===== config.mk =====
export PLATFORM = sky130hd
export DESIGN_NAME = sbus_arbiter
export DESIGN_NICKNAME = d
export VERILOG_FILES = /design/src/rtl/sbus_arbiter.sv
export SDC_FILE = /design/constraint.sdc
export NUM_CORES = 1
export LEC_CHECK = 0
export ABC_AREA = 0
export CAP_MARGIN = 5
export CORE_AREA = 2 2 120 122
export DETAILED_ROUTE_END_ITERATION = 16
export DIE_AREA = 0 0 122 124
export MAX_ROUTING_LAYER = met4
export SLEW_MARGIN = 20
export SYNTH_ARGS = -nofsm -noshare
export SYNTH_HDL_FRONTEND = slang
export SYNTH_SLANG_ARGS = --single-unit

===== constraint.sdc =====
create_clock -name clk -period 3.9 [get_ports clk]
set_clock_uncertainty 0.2 [all_clocks]
set_input_delay 0.975 -clock clk [delete_from_list [all_inputs] [get_ports clk]]
set_output_delay 0.975 -clock clk [all_outputs]
set_load 0.02 [all_outputs]

===== src/rtl/sbus_arbiter.sv =====
// ============================================================================
//  Module   : sbus_arbiter
//  Purpose  : Two-master (I-fetch, D-memory) to one-slave sbus arbiter with
//             grant locking across stalls and D-priority with I starvation guard.
//  Revision : 1.0
// ============================================================================
`default_nettype none

module sbus_arbiter #(
   parameter int D_STREAK_MAX = 4,
   parameter int CNT_W        = 3
) (
   input  logic        clk,
   input  logic        rst,
   input  logic        i_en,
   input  logic        i_we,
   input  logic [1:0]  i_size,
   input  logic [31:0] i_addr,
   input  logic [31:0] i_data_w,
   output logic [31:0] i_data_r,
   output logic        i_stall,
   input  logic        d_en,
   input  logic        d_we,
   input  logic [1:0]  d_size,
   input  logic [31:0] d_addr,
   input  logic [31:0] d_data_w,
   output logic [31:0] d_data_r,
   output logic        d_stall,
   output logic        s_en,
   output logic        s_we,
   output logic [1:0]  s_size,
   output logic [31:0] s_addr,
   output logic [31:0] s_data_w,
   input  logic [31:0] s_data_r,
   input  logic        s_stall,
   output logic [1:0]  owner
);

   typedef enum logic [1:0] {
      OWN_NONE = 2'b00,
      OWN_I    = 2'b01,
      OWN_D    = 2'b10
   } own_t;

   localparam logic [CNT_W-1:0] C_STREAK_MAX = CNT_W'(D_STREAK_MAX);

   own_t             own_q, own_d;
   own_t             w_sel;
   logic [CNT_W-1:0] streak_q, streak_d;
   logic             w_i_done;
   logic             w_d_done;

   // Selection never looks at s_stall, so the grant is stable within a cycle.
   always_comb begin
      w_sel = OWN_NONE;
      case (own_q)
         OWN_I:   w_sel = OWN_I;
         OWN_D:   w_sel = OWN_D;
         default: begin
            if (i_en && d_en)
               w_sel = (streak_q == C_STREAK_MAX) ? OWN_I : OWN_D;
            else if (i_en)
               w_sel = OWN_I;
            else if (d_en)
               w_sel = OWN_D;
         end
      endcase
   end

   always_comb begin
      s_en     = 1'b0;
      s_we     = 1'b0;
      s_size   = 2'b00;
      s_addr   = 32'h0;
      s_data_w = 32'h0;
      i_stall  = i_en;
      d_stall  = d_en;
      if (!rst) begin
         case (w_sel)
            OWN_I: begin
               s_en     = i_en;
               s_we     = i_we;
               s_size   = i_size;
               s_addr   = i_addr;
               s_data_w = i_data_w;
               i_stall  = s_stall;
            end
            OWN_D: begin
               s_en     = d_en;
               s_we     = d_we;
               s_size   = d_size;
               s_addr   = d_addr;
               s_data_w = d_data_w;
               d_stall  = s_stall;
            end
            default: ;
         endcase
      end
   end

   assign i_data_r = s_data_r;
   assign d_data_r = s_data_r;
   assign owner    = own_q;

   assign w_i_done = !rst && (w_sel == OWN_I) && i_en && !s_stall;
   assign w_d_done = !rst && (w_sel == OWN_D) && d_en && !s_stall;

   always_comb begin
      own_d    = own_q;
      streak_d = streak_q;

      case (own_q)
         OWN_I:   if (!i_en || !s_stall) own_d = OWN_NONE;
         OWN_D:   if (!d_en || !s_stall) own_d = OWN_NONE;
         default: if ((w_sel != OWN_NONE) && s_stall) own_d = w_sel;
      endcase

      // Clearing wins over counting: an idle or served I resets the streak.
      if (!i_en || w_i_done)
         streak_d = '0;
      else if (w_d_done && (streak_q != C_STREAK_MAX))
         streak_d = streak_q + 1'b1;
   end

   always_ff @(posedge clk) begin
      if (rst) begin
         own_q    <= OWN_NONE;
         streak_q <= '0;
      end else begin
         own_q    <= own_d;
         streak_q <= streak_d;
      end
   end

endmodule

`default_nettype wire

==> results.json <==
{
  "power.total_w": 0.00106,
  "cts_root_buffer": "clkbuf_16",
  "area_growth_pct": 102,
  "hpwl_um": 6940,
  "die-area_mm2": 0.0151,
  "power_density_mw_per_mm2": 269,
  "port_buffers": 210,
  "clkPwrFrac": 0.161,
  "grt_pass1_wl_um": 12400,
  "path_class": "in2out",
  "relSlewSlack": 0.789,
  "rows": 43,
  "pwr-share-comb": 0.785,
  "fin_crit_ps": 3830,
  "syn-mean-instance-area_um2": 6.88,
  "cts_tree": "built",
  "layout-drive-gt1-share": 0.331,
  "ant_nets": 0,
  "antenna_found_initial": 0,
  "maxCapViolCount": 0,
  "hold-path-endpoint": "streak_q[1]",
  "die_w_um": 122,
  "reg2reg_slack_ps": 1300,
  "yosys.area.top_type": "a22oi_1",
  "synth_warnings": 0,
  "slew_viol_final": 0,
  "crit_start": "i_en",
  "layout.nets": 609,
  "ys_top_cells_by_area": "a22oi_1 26%, buf_4 25%, nor2_1 9.4%",
  "cp_max_fo": 11,
  "reg2reg_depth": 10,
  "syn_nets": 462,
  "clkTransAtPathRegs_ps": 30,
  "r2r-start": "owner[0]",
  "syn_inst": 283,
  "ys_top_cells_by_count": "68 x a22oi_1, 66 x buf_4, 49 x nor2_1, 20 x nor2_2, 10 x clkbuf_1",
  "outcome": "finished, final reports clean",
  "viasPerCell": 4.32,
  "cts_max_level": 1,
  "ys_seq_area_frac": 0.0514,
  "min-delay-start": "streak_q[1]",
  "cts.sinks": 5,
  "grt_max_degree": 45,
  "worstReg2RegEnd": "streak_q[2]",
  "coreArea_mm2": 0.0137,
  "worstPathArrival_ps": 2660,
  "synth_top_area_share": 0.262,
  "cts_buffer_depth": 2,
  "cts_buffers": 3,
  "tns_ps": 0,
  "hold_violations": 0,
  "cp-end-kind": "primary output",
  "period_share": 0.983,
  "antenna_cells": 0,
  "setup_violations": 0,
  "die_h_um": 124,
  "ios": 307,
  "vias": 2629,
  "crit_required_ps": 2720,
  "routedWlPerCell_um": 14.9,
  "grtUsageTotal": 0.107,
  "irDropWorstVdd_mv": 0.151,
  "drt-pass1-iter-count": 4,
  "synth_area_mm2": 0.00195,
  "min_path_type": "reg2reg",
  "drt_iter0_markers": 126,
  "p_sw_w": 0.000448,
  "intPower_w": 0.000609,
  "power_leakage_nw": 1.54,
  "stdcell_count": 609,
  "rsz0062_at_grt": "true",
  "critPathLaunchType": "primary input",
  "seqPwrFrac": 0.054,
  "holdBufCountCts": 0,
  "initial_core_util": 0.142,
  "hold_path_depth": 2,
  "fmax_ghz": 0.261,
  "dp_cells": 598,
  "synth.most_common_cell": "a22oi_1",
  "layout_setup_ws_ps": 67.7,
  "clk_latency_ps": 230,
  "ys.flop_type": "dfxtp_1",
  "final_util": 0.287,
  "worst_pin_slew_ps": 313,
  "synth_seq_cells": 5,
  "ys_types": 32,
  "place.gp.congestion": 0.814,
  "swShare": 0.424,
  "grt_pass1_vias": 2513,
  "synth_edf_count": 0,
  "dp_slack_ps": -802,
  "async_reset_ff_frac": 0,
  "drcViolationCount": 0,
  "grt-ovfl-total": 0,
  "routed_wl_um": 9100
}
[sequential cells by signal (all words and copies together) (netlist names)]
signal    count
owner         2
streak_q      3
[metal layers]
layer | vias to the layer above | share of wire | GRT usage
met5 | - | 0 | -
met4 | 0 | 0.042 | 0.0510
met3 | 48 | 0.097 | 0.0174
met2 | 160 | 0.50 | 0.194
met1 | 1200 | 0.36 | 0.114
li1 | 1221 | - | -
[metrics by stage]
step | area [um2] | hold WS (ps)
global route | 3930 | 329
CTS | 3850 | 297
detailed placement | 3820 | 291
global placement | 3820 | 282
floorplan | 1950 | 267
finish | 3930 | 293
[cell families after synthesis]
group | share of synthesized area
buffers and inverters | 0.342
AND/OR/NAND/NOR | 0.222
AO/OA/AOI/OAI | 0.311
adder cells (fa/ha/maj) | 0.0514
flip-flops | 0.0514
multiplexers | 0.0218
[cells in the final DEF, fill, tap and decap left out, types with 4 or more instances in the layout]
master	count
a22oi_1	68
dfxtp_1	5
buf_12	9
nor2_2	34
buf_4	49
buf_2	23
inv_1	7
clkdlybuf4s50_1	138
ha_1	6
nand2b_1	4
buf_6	5
nor2_1	32
[critical path: stages]
cell and delay, ps:
clkdlybuf4s15_2 210, nand2_1 90, a21o_1 190, o21ai_2 70, ha_2 280, or2_4 270, buf_12 150, buf_12 140
nor2_2 140, buf_6 130
[power by group through the flow]
stage	Sequential [W]	Clock (W)	Combinational, W
final	0.0000575	0.000170	0.000830
after detailed placement	0.0000583	0	0.000755
after floorplan	0.0000624	0	0.000485
after global routing	0.0000578	0.000175	0.000888
after global placement	0.0000580	0	0.000746
after CTS	0.0000575	0.000174	0.000820
[layout make-up]
type | instances | area (um2)
timing repair buffer | 231 | 2230
clock buffer | 4 | 78.8
fill | 1499 | 9790
sequential | 5 | 100
inverter | 7 | 26.3
tap | 180 | 225
multi-input combinational | 182 | 1270
[worst max path at each step]
stage	end	cells past startpoint
floorplan	s_addr[12]	9
global placement	s_data_w[13]	9
detailed placement	s_data_w[13]	9
CTS	s_data_w[7]	10
global route	s_data_w[2]	10
finish	s_data_w[13]	10
[timing repair]
| item | 4_1_cts | 5_1_grt |
|---|---|---|
| resized for setup | 330 | 29 |
| setup buffers | 4 | 0 |
| setup endpoints to repair | 70 | 68 |
| pin swaps | 2 | 2 |
| gates cloned | 3 | 0 |
Power figures use the tool's default switching activity.
